==> src/rtl/fp_mul_pipe.sv <==
// Three-stage pipelined IEEE-754 multiplier (unpack / normalize / round-pack) with a global stall.
// Define FPMUL_ROUND_EN for round-to-nearest-even; otherwise the fraction is truncated.
module fp_mul_pipe #(
    parameter int EXPONENT_WIDTH = 8,
    parameter int MANTISSA_WIDTH = 23
) (
    input  logic                                   clk,
    input  logic                                   rst,
    input  logic                                   in_valid,
    output logic                                   in_ready,
    input  logic [EXPONENT_WIDTH+MANTISSA_WIDTH:0] flp_a,
    input  logic [EXPONENT_WIDTH+MANTISSA_WIDTH:0] flp_b,
    output logic                                   out_valid,
    input  logic                                   out_ready,
    output logic [EXPONENT_WIDTH+MANTISSA_WIDTH:0] out_result,
    output logic [3:0]                             out_flags
);
    localparam int E  = EXPONENT_WIDTH;
    localparam int M  = MANTISSA_WIDTH;
    localparam int W  = E + M + 1;
    localparam int XW = E + 2;
    localparam int PW = 2 * M + 2;
    localparam logic signed [XW-1:0] BIAS    = XW'((1 << (E - 1)) - 1);
    localparam logic signed [XW-1:0] EXP_MAX = XW'((1 << E) - 1);
    localparam logic signed [XW-1:0] EXP_ONE = XW'(1);
    localparam logic signed [XW-1:0] EXP_ZERO = '0;

    logic en;

    // Stage 1 registers
    logic                 s1_valid_q, s1_sign_q, s1_inv_q, s1_inf_q, s1_zero_q;
    logic signed [XW-1:0] s1_exp_q;
    logic [PW-1:0]        s1_prod_q;
    // Stage 2 registers
    logic                 s2_valid_q, s2_sign_q, s2_inv_q, s2_inf_q, s2_zero_q, s2_g_q, s2_s_q;
    logic signed [XW-1:0] s2_exp_q;
    logic [M-1:0]         s2_frac_q;
    // Output registers
    logic                 out_valid_q;
    logic [W-1:0]         out_result_q;
    logic [3:0]           out_flags_q;

    // S1 combinational
    logic [E-1:0]         a_exp, b_exp;
    logic [M-1:0]         a_frac, b_frac;
    logic                 a_zero, b_zero, a_inf, b_inf, a_nan, b_nan;
    logic                 s1_sign_d, s1_inv_d, s1_inf_d, s1_zero_d;
    logic signed [XW-1:0] s1_exp_d;
    logic [PW-1:0]        s1_prod_d;

    assign en       = !out_valid_q || out_ready;
    assign in_ready = en;

    always_comb begin
        a_exp     = flp_a[W-2:M];
        b_exp     = flp_b[W-2:M];
        a_frac    = flp_a[M-1:0];
        b_frac    = flp_b[M-1:0];
        a_zero    = (a_exp == '0);
        b_zero    = (b_exp == '0);
        a_inf     = (&a_exp) && (a_frac == '0);
        b_inf     = (&b_exp) && (b_frac == '0);
        a_nan     = (&a_exp) && (|a_frac);
        b_nan     = (&b_exp) && (|b_frac);
        s1_sign_d = flp_a[W-1] ^ flp_b[W-1];
        s1_inv_d  = a_nan || b_nan || (a_inf && b_zero) || (a_zero && b_inf);
        s1_inf_d  = a_inf || b_inf;
        s1_zero_d = a_zero || b_zero;
        s1_exp_d  = XW'({2'b00, a_exp}) + XW'({2'b00, b_exp});
        s1_prod_d = PW'({1'b1, a_frac}) * PW'({1'b1, b_frac});
    end

    // S2 combinational
    logic                 s2_g_d, s2_s_d;
    logic [M-1:0]         s2_frac_d;
    logic signed [XW-1:0] s2_exp_d;

    always_comb begin
        if (s1_prod_q[PW-1]) begin
            s2_frac_d = s1_prod_q[2*M:M+1];
            s2_g_d    = s1_prod_q[M];
            s2_s_d    = |s1_prod_q[M-1:0];
            s2_exp_d  = s1_exp_q + EXP_ONE;
        end else begin
            s2_frac_d = s1_prod_q[2*M-1:M];
            s2_g_d    = s1_prod_q[M-1];
            s2_s_d    = |s1_prod_q[M-2:0];
            s2_exp_d  = s1_exp_q;
        end
    end

    // S3 combinational
    logic                 round_up;
    logic [M:0]           frac_rnd;
    logic [M-1:0]         frac_fin;
    logic signed [XW-1:0] exp_fin;
    logic [W-1:0]         out_result_d;
    logic [3:0]           out_flags_d;

    always_comb begin
`ifdef FPMUL_ROUND_EN
        round_up = s2_g_q && (s2_s_q || s2_frac_q[0]);
`else
        round_up = 1'b0;
`endif
        frac_rnd = {1'b0, s2_frac_q} + (M + 1)'(round_up);
        exp_fin  = s2_exp_q - BIAS;
        frac_fin = frac_rnd[M-1:0];
        if (frac_rnd[M]) begin
            frac_fin = '0;
            exp_fin  = exp_fin + EXP_ONE;
        end
        out_flags_d = 4'b0000;
        if (s2_inv_q) begin
            out_result_d   = {1'b0, {E{1'b1}}, 1'b1, {(M-1){1'b0}}};
            out_flags_d[3] = 1'b1;
        end else if (s2_inf_q) begin
            out_result_d = {s2_sign_q, {E{1'b1}}, {M{1'b0}}};
        end else if (s2_zero_q) begin
            out_result_d = {s2_sign_q, {(W-1){1'b0}}};
        end else if (exp_fin >= EXP_MAX) begin
            out_result_d = {s2_sign_q, {E{1'b1}}, {M{1'b0}}};
            out_flags_d  = 4'b0101;
        end else if (exp_fin <= EXP_ZERO) begin
            out_result_d = {s2_sign_q, {(W-1){1'b0}}};
            out_flags_d  = 4'b0011;
        end else begin
            out_result_d   = {s2_sign_q, exp_fin[E-1:0], frac_fin};
            out_flags_d[0] = s2_g_q || s2_s_q;
        end
    end

    always_ff @(posedge clk or posedge rst) begin
        if (rst) begin
            s1_valid_q   <= 1'b0;
            s1_sign_q    <= 1'b0;
            s1_inv_q     <= 1'b0;
            s1_inf_q     <= 1'b0;
            s1_zero_q    <= 1'b0;
            s1_exp_q     <= '0;
            s1_prod_q    <= '0;
            s2_valid_q   <= 1'b0;
            s2_sign_q    <= 1'b0;
            s2_inv_q     <= 1'b0;
            s2_inf_q     <= 1'b0;
            s2_zero_q    <= 1'b0;
            s2_g_q       <= 1'b0;
            s2_s_q       <= 1'b0;
            s2_exp_q     <= '0;
            s2_frac_q    <= '0;
            out_valid_q  <= 1'b0;
            out_result_q <= '0;
            out_flags_q  <= '0;
        end else if (en) begin
            s1_valid_q   <= in_valid;
            s1_sign_q    <= s1_sign_d;
            s1_inv_q     <= s1_inv_d;
            s1_inf_q     <= s1_inf_d;
            s1_zero_q    <= s1_zero_d;
            s1_exp_q     <= s1_exp_d;
            s1_prod_q    <= s1_prod_d;
            s2_valid_q   <= s1_valid_q;
            s2_sign_q    <= s1_sign_q;
            s2_inv_q     <= s1_inv_q;
            s2_inf_q     <= s1_inf_q;
            s2_zero_q    <= s1_zero_q;
            s2_g_q       <= s2_g_d;
            s2_s_q       <= s2_s_d;
            s2_exp_q     <= s2_exp_d;
            s2_frac_q    <= s2_frac_d;
            out_valid_q  <= s2_valid_q;
            out_result_q <= out_result_d;
            out_flags_q  <= out_flags_d;
        end
    end

    assign out_valid  = out_valid_q;
    assign out_result = out_result_q;
    assign out_flags  = out_flags_q;
endmodule

==> config.mk <==
export PLATFORM = sky130hd
export DESIGN_NAME = fp_mul_pipe
export DESIGN_NICKNAME = d
export VERILOG_FILES = /design/src/rtl/fp_mul_pipe.sv
export SDC_FILE = /design/constraint.sdc
export NUM_CORES = 2
export LEC_CHECK = 0
export BUFFER_PORTS_ARGS = -buffer_cell sky130_fd_sc_hd__buf_4
export CAP_MARGIN = 20
export CORE_AREA = 3 3 293 179
export CTS_CLUSTER_DIAMETER = 100
export DETAILED_ROUTE_END_ITERATION = 10
export DIE_AREA = 0 0 296 182
export PLACE_DENSITY = 0.7
export RECOVER_POWER = 50
export SLEW_MARGIN = 25
export SYNTH_ARGS = -nofsm -noshare
export SYNTH_HDL_FRONTEND = slang
export SYNTH_SLANG_ARGS = --single-unit
==> constraint.sdc <==
create_clock -name clk -period 8.3 [get_ports clk]
set_input_delay 1.245 -clock clk [delete_from_list [all_inputs] [get_ports clk]]
set_output_delay 1.245 -clock clk [all_outputs]
set_load 0.1 [all_outputs]
* After elaboration in Yosys (flattened, before gate mapping)
Index checks and enable logic that the tools add are counted.
** Word-level totals
- Output and inout bits :: 38
- Register bits after elaboration :: 140
- Logic and storage cells :: 66
- Input bits :: 68
** Cells by class
- $add $sub $neg :: 3
- Magnitude comparators :: 2
- Bitwise logic cells :: 1
- Reductions and logical operators :: 24
- Multiplexer cells :: 16
- Multipliers :: 1
** Operators with widths (count)
- 31-bit 2-to-1 mux :: 4
- 23-bit OR reduction :: 3
- 24-bit by 24-bit multiplier with 48-bit output :: 1
- 23-bit logical NOT :: 2
- 32-bit 2-to-1 mux :: 1
- 23-bit 2-to-1 mux :: 1
- 22-bit OR reduction :: 1
- 8-bit logical NOT :: 2
- 8-bit AND reduction :: 2
- 4-bit 2-to-1 mux :: 3
- 10-bit by 2-bit adder with 10-bit output (second input constant) :: 1
- 10-bit by 9-bit greater-or-equal comparator with 1-bit output (second input constant) :: 1
- 10-bit by 1-bit <= comparator with 1-bit output (second input constant) :: 1
- 10-bit 2-to-1 mux :: 1
- 10-bit by 8-bit subtractor with 10-bit output (second input constant) :: 1
- 8-bit by 8-bit adder with 9-bit output :: 1
- 1-bit logical OR :: 7
- 1-bit logical AND :: 6
- 1-bit 2-to-1 mux :: 5
- 3-bit 2-to-1 mux :: 1
- 1-bit logical NOT :: 1
- 1-bit bitwise XOR :: 1

* Logic depth before layout (Yosys ltp)
- Word-level depth :: 7
- Gate-level depth with buffers :: 27
- Gate-level depth less buffers :: 25

* Least setup slack after synthesis
No wires, ideal clock.
- Path kind :: input -> register
- Start point :: input port flp_a[22]
- End point :: register s1_prod_q[43]
- Buffers on the path :: 3
- Stages on the path :: 26
- Arrival :: 7319 ps
- Path slack :: 853 ps
- Data required time :: 8172 ps
- Setup time :: 128 ps
- Cell sequence :: clkbuf_1 > clkbuf_1 > nand2_1 > fa_1 > inv_1 > fa_1 > inv_1 > fa_1 > fa_1 > inv_1 > fa_1 > fa_1 > inv_1 > fa_1 > inv_1 > ha_1 > clkbuf_1 > a21oi_1 > o21a_1 > nor2b_1 > a31oi_1 > o2111ai_1 > a21oi_1 > o21ai_0 > nor4b_1 > nor3_1
** Between the ends
- Word-level cells in the longest chain between the ends :: 1
** RTL lines
- start, declared :: line 11 : input logic [EXPONENT_WIDTH+MANTISSA_WIDTH:0] flp_a,
- 24-bit by 24-bit multiplier with 48-bit output :: line 70 : s1_prod_d = PW'({1'b1, a_frac}) * PW'({1'b1, b_frac});
- end signal, assigned :: line 161 : s1_prod_q <= s1_prod_d;
- end, declared :: line 33 : logic [PW-1:0] s1_prod_q;
No other way between the ends.
A chain may end at the register's enable or synchronous reset.

* Worst setup path after layout
- Start point :: input port flp_b[8]
- End point :: register s1_prod_q[43]
** Between the ends
- Word-level cells in the longest chain between the ends :: 1
** RTL lines
- start, declared :: line 12 : input logic [EXPONENT_WIDTH+MANTISSA_WIDTH:0] flp_b,
- 24-bit by 24-bit multiplier with 48-bit output :: line 70
No other way between the ends.

==> summary.md <==
| Metric | Value |
|---|---|
| Worst Path Max Fanout | `5` |
| Number of storage elements in the synthesis netlist | `139` |
| Number of cell rows | `63` |
| Number of nets still failing antenna checks after routing | `0` |
| Highest cell delay on the worst timing path | `~550 ps` |
| Net Count, Synth | `3,506` |
| Cell-by-cell trace of the critical path | `buf_4 > clkinv_1 > nor2_1 > fa_1 > fa_1 > inv_1 > fa_1 > fa_1 > fa_1 > inv_1 > fa_1 > inv_1 > fa_1 > inv_1 > ha_1 > a21oi_1 > o21ai_0 > a21oi_1 > a31oi_1 > o2111ai_1 > a21oi_1 > o21ai_0 > nor4b_1 > nor3_1` |
| Share of synthesized area occupied by flip-flops and latches | `13.95%` |
| Height of the die | `182 um` |
| Initial DRC count | `approximately 1,500` |
| Wire length of the first global-routing pass | `108,900 um` |
| Die Footprint | `53,870 um^2` |
| Result of the run | `finished, violations left` |
| Worst setup skew after layout | `6.911 ps` |
| Sum of overflow across all layers after global routing | `0` |
| Number of buffers created by CTS | `17` |
| Number of library cell types mapped by synthesis | `66` |
| Layout Area Growth over Synthesis | `7.325%` |
| Number of DRC violations after detailed routing | `0` |
| CTS tree | `yes` |
| Failing checks | `max-capacitance violations, max-slew violations` |
| Buf+Inv Stages, Crit Path | `6` |
| Std-Cell Core Area | `49,580 um^2` |
| Total number of yosys warnings | `0` |
| Max Cap Violations | `3` |
| Number of hold-repair buffers added at the cts stage | `0` |
| Placed cell count | `about 3,400` |
| Total I/O pin count | `106` |
| Maximum buffer depth of the clock tree | `2` |
| Clk Latency, worst-skew pair | `420 ps` |
| Clock Tree Root | `sky130_fd_sc_hd__clkbuf_16` |
| Final std cells w/o fill | `3,440` |
| Minimum setup slack among reg-to-reg paths | `4100 ps` |
| Final count of pins violating max slew | `197` |
| Slew of the pin with the lowest slew margin | `around 4100 ps` |
| Most frequently used flop master after synthesis | `sky130_fd_sc_hd__dfrtp_1` |
| Final worst-path cycle share | `94.50%` |
| Die extent in x | `between 200 and 300 um` |
| Post-synthesis cell area | `around 25,000 um^2` |
| Sum of negative setup slack | `0 ps` |
| # Post-CTS Setup Buffers | `0` |
| Number of enable flip-flop cells after synthesis | `0` |
| Cell type contributing the most total cell area after synthesis | `sky130_fd_sc_hd__fa_1` |
| DRT Wirelength | `67,570 um` |
| PortBufs | `105` |
| Library cell with the highest instance count after synthesis | `sky130_fd_sc_hd__inv_1` |
| Setup CP Type | `in -> reg` |
| Via count of the first global-routing pass | `20,180` |
| Top post-synthesis cells by count | `sky130_fd_sc_hd__inv_1 (594), sky130_fd_sc_hd__fa_1 (483), sky130_fd_sc_hd__nand2_1 (403)` |
| Post-CTS resize count | `0` |
| H-tree levels | `4` |
| Area share of the leading cell type in the synthesized netlist | `38.77%` |
| Total GRT Usage | `25.98%` |
| Synth Instances | `2,770` |
| Number of search-and-repair iterations in the first detailed-routing pass | `5` |
| RSZ-0062 raised after global routing | `false` |
| Hold Violations, Final | `0` |
| Share of final-layout standard cells stronger than drive strength 1 | `5.990%` |
| Worst min path class | `reg -> reg` |
| Effective utilization at floorplan | `50.30%` |
| Setup violations, final | `0` |
| Worst slack, placed | `about 190 ps` |
| Data arrival time of the critical path | `8140 ps` |
| Number of nets in the finished design | `3,511` |
| Slew HR | `-171.6%` |
| HPWL Detailed | `roughly 53,000 um` |
| Initial antenna violation count | `1` |
| Final RePlAce weighted congestion | `0.9360` |
| Number of vias per cell after detailed routing | `around 5.5` |
| Async set-or-reset flop fraction in the synthesized netlist | `100.0%` |
| Type of destination of the critical path | `flip-flop` |
| Wire length per cell | `19.64 um` |
| Number of sinks driven by the clock tree | `approximately 140` |
| Time the final worst path needs with I/O delays and setup | `7844 ps` |
| Fmax | `127.5 MHz` |
| PnR worst setup slack | `~460 ps` |
| Clock transition time at the flip-flop clock pins of the worst setup and hold paths | `60 ps` |
| Worst Setup Start Kind | `primary input` |
| Via count of the routed design | `19,070` |
| Standard cell with the maximum stage delay on the critical path | `sky130_fd_sc_hd__fa_1` |
| Mapped Avg Cell Area | `approximately 9 um^2` |
| Maximum number of pins on one net before global-route repair | `roughly 90` |
| Cells taking the most area after synthesis | `sky130_fd_sc_hd__fa_1 (39%), sky130_fd_sc_hd__dfrtp_1 (14%), sky130_fd_sc_hd__ha_1 (9.3%)` |
| Req. time, crit path | `around 8600 ps` |
| Family with the most delay on the worst path | `adder cells` |
| Cell with the most instances on the worst path | `sky130_fd_sc_hd__fa_1` |
==> cells in the final DEF (no fill, tap or decap), drive strengths merged, types with 3 or more instances in the layout <==
cell	Yosys	routed
o221a	7	7
o21a	6	6
buf	11	108
nand3	23	23
nand4	18	18
fa	483	483
and3	3	3
or3	3	3
nor3	10	10
clkinvlp	0	3
bufinv	0	6
nand2	403	403
nor2b	6	6
nor2	123	123
o211ai	9	9
nor4	20	20
xor2	29	29
xnor2	33	33
a22o	25	25
and2	241	241
a31oi	8	8
a221oi	3	3
and4	3	3
o21bai	8	8
mux2i	26	26
nand2b	6	6
clkbuf	124	34
inv	594	593
o21ai	82	82
a21oi	93	93
a21o	13	13
clkinv	4	7
dfrtp	139	139
ha	185	185
==> layer usage <==
metal	track usage, %	up-vias	wire length, um
met1	37.56	9632	29200
met2	38.57	917	29350
met4	6.238	0	1848
li1	-	8359	-
met5	0	-	0
met3	7.604	159	7176
==> worst paths after layout <==
kind | from | end | cells past startpoint
hold / removal | s2_valid_q$_DFFE_PP0P_ | s2_valid_q$_DFFE_PP0P_ | 2
max in group asynchronous | rst | s1_prod_q[1]$_DFFE_PP0P_ | 3
setup / recovery | flp_b[8] | s1_prod_q[43]$_DFFE_PP0P_ | 24
setup reg to reg | out_valid$_DFFE_PP0P_ | s1_prod_q[44]$_DFFE_PP0P_ | 7
min in group asynchronous | rst | out_result[11]$_DFFE_PP0P_ | 2
hold reg to reg | s2_valid_q$_DFFE_PP0P_ | s2_valid_q$_DFFE_PP0P_ | 2
==> registers in the layout, summed over array words and instances, names as in the netlist <==
name        count
s2_inf_q        1
s1_prod_q      48
s2_exp_q       10
s1_exp_q        9
s1_valid_q      1
s1_sign_q       1
out_valid       1
out_flags       4
s2_s_q          1
s1_zero_q       1
s2_valid_q      1
s2_zero_q       1
s1_inf_q        1
s2_g_q          1
s2_frac_q      23
s2_inv_q        1
out_result     32
s1_inv_q        1
s2_sign_q       1
==> layout make-up <==
cell class                 instances  area, um^2
timing repair buffer             121       867.1
multi-input combinational       1898       18670
tap                              650       813.3
fill                            4445       22820
sequential                       139        3478
inverter                         598        2247
clock buffer                      21       470.5
clock inverter                    11       214.0
antenna                            2       5.005
==> kinds of logic after synthesis <==
group / count (synthesis) / synth area share (%)
flip-flops: 139 / 13.95
AO/OA/AOI/OAI: 274 / 7.004
buffers and inverters: 733 / 11.19
XOR/XNOR: 62 / 2.208
multiplexers: 26 / 1.044
adder cells (fa/ha/maj): 668 / 48.05
AND/OR/NAND/NOR: 868 / 16.56
==> through the flow <==
stage	cell area (um^2)	util [%]	hold slack (ps)
after floorplan	24940	-	430.0
after global placement	26120	52.68	444.2
after detailed placement	26130	52.70	448.8
after CTS	26810	54.08	461.6
after global routing	26760	53.98	479.5
final	26770	53.98	458.2
==> worst register-to-register path, stage by stage, from the launching register on <==
cell and delay (ps):
sky130_fd_sc_hd__dfrtp_1 350, sky130_fd_sc_hd__nor2b_1 140, sky130_fd_sc_hd__clkbuf_1 1530, sky130_fd_sc_hd__clkinv_2 920, sky130_fd_sc_hd__buf_4 630, sky130_fd_sc_hd__nand3_1 250, sky130_fd_sc_hd__o21ai_0 110, sky130_fd_sc_hd__nor3b_2 200
Power is left out: the tool's default activity adds up to more than one toggle a clock period on the data nets, which glitch-free logic cannot reach.
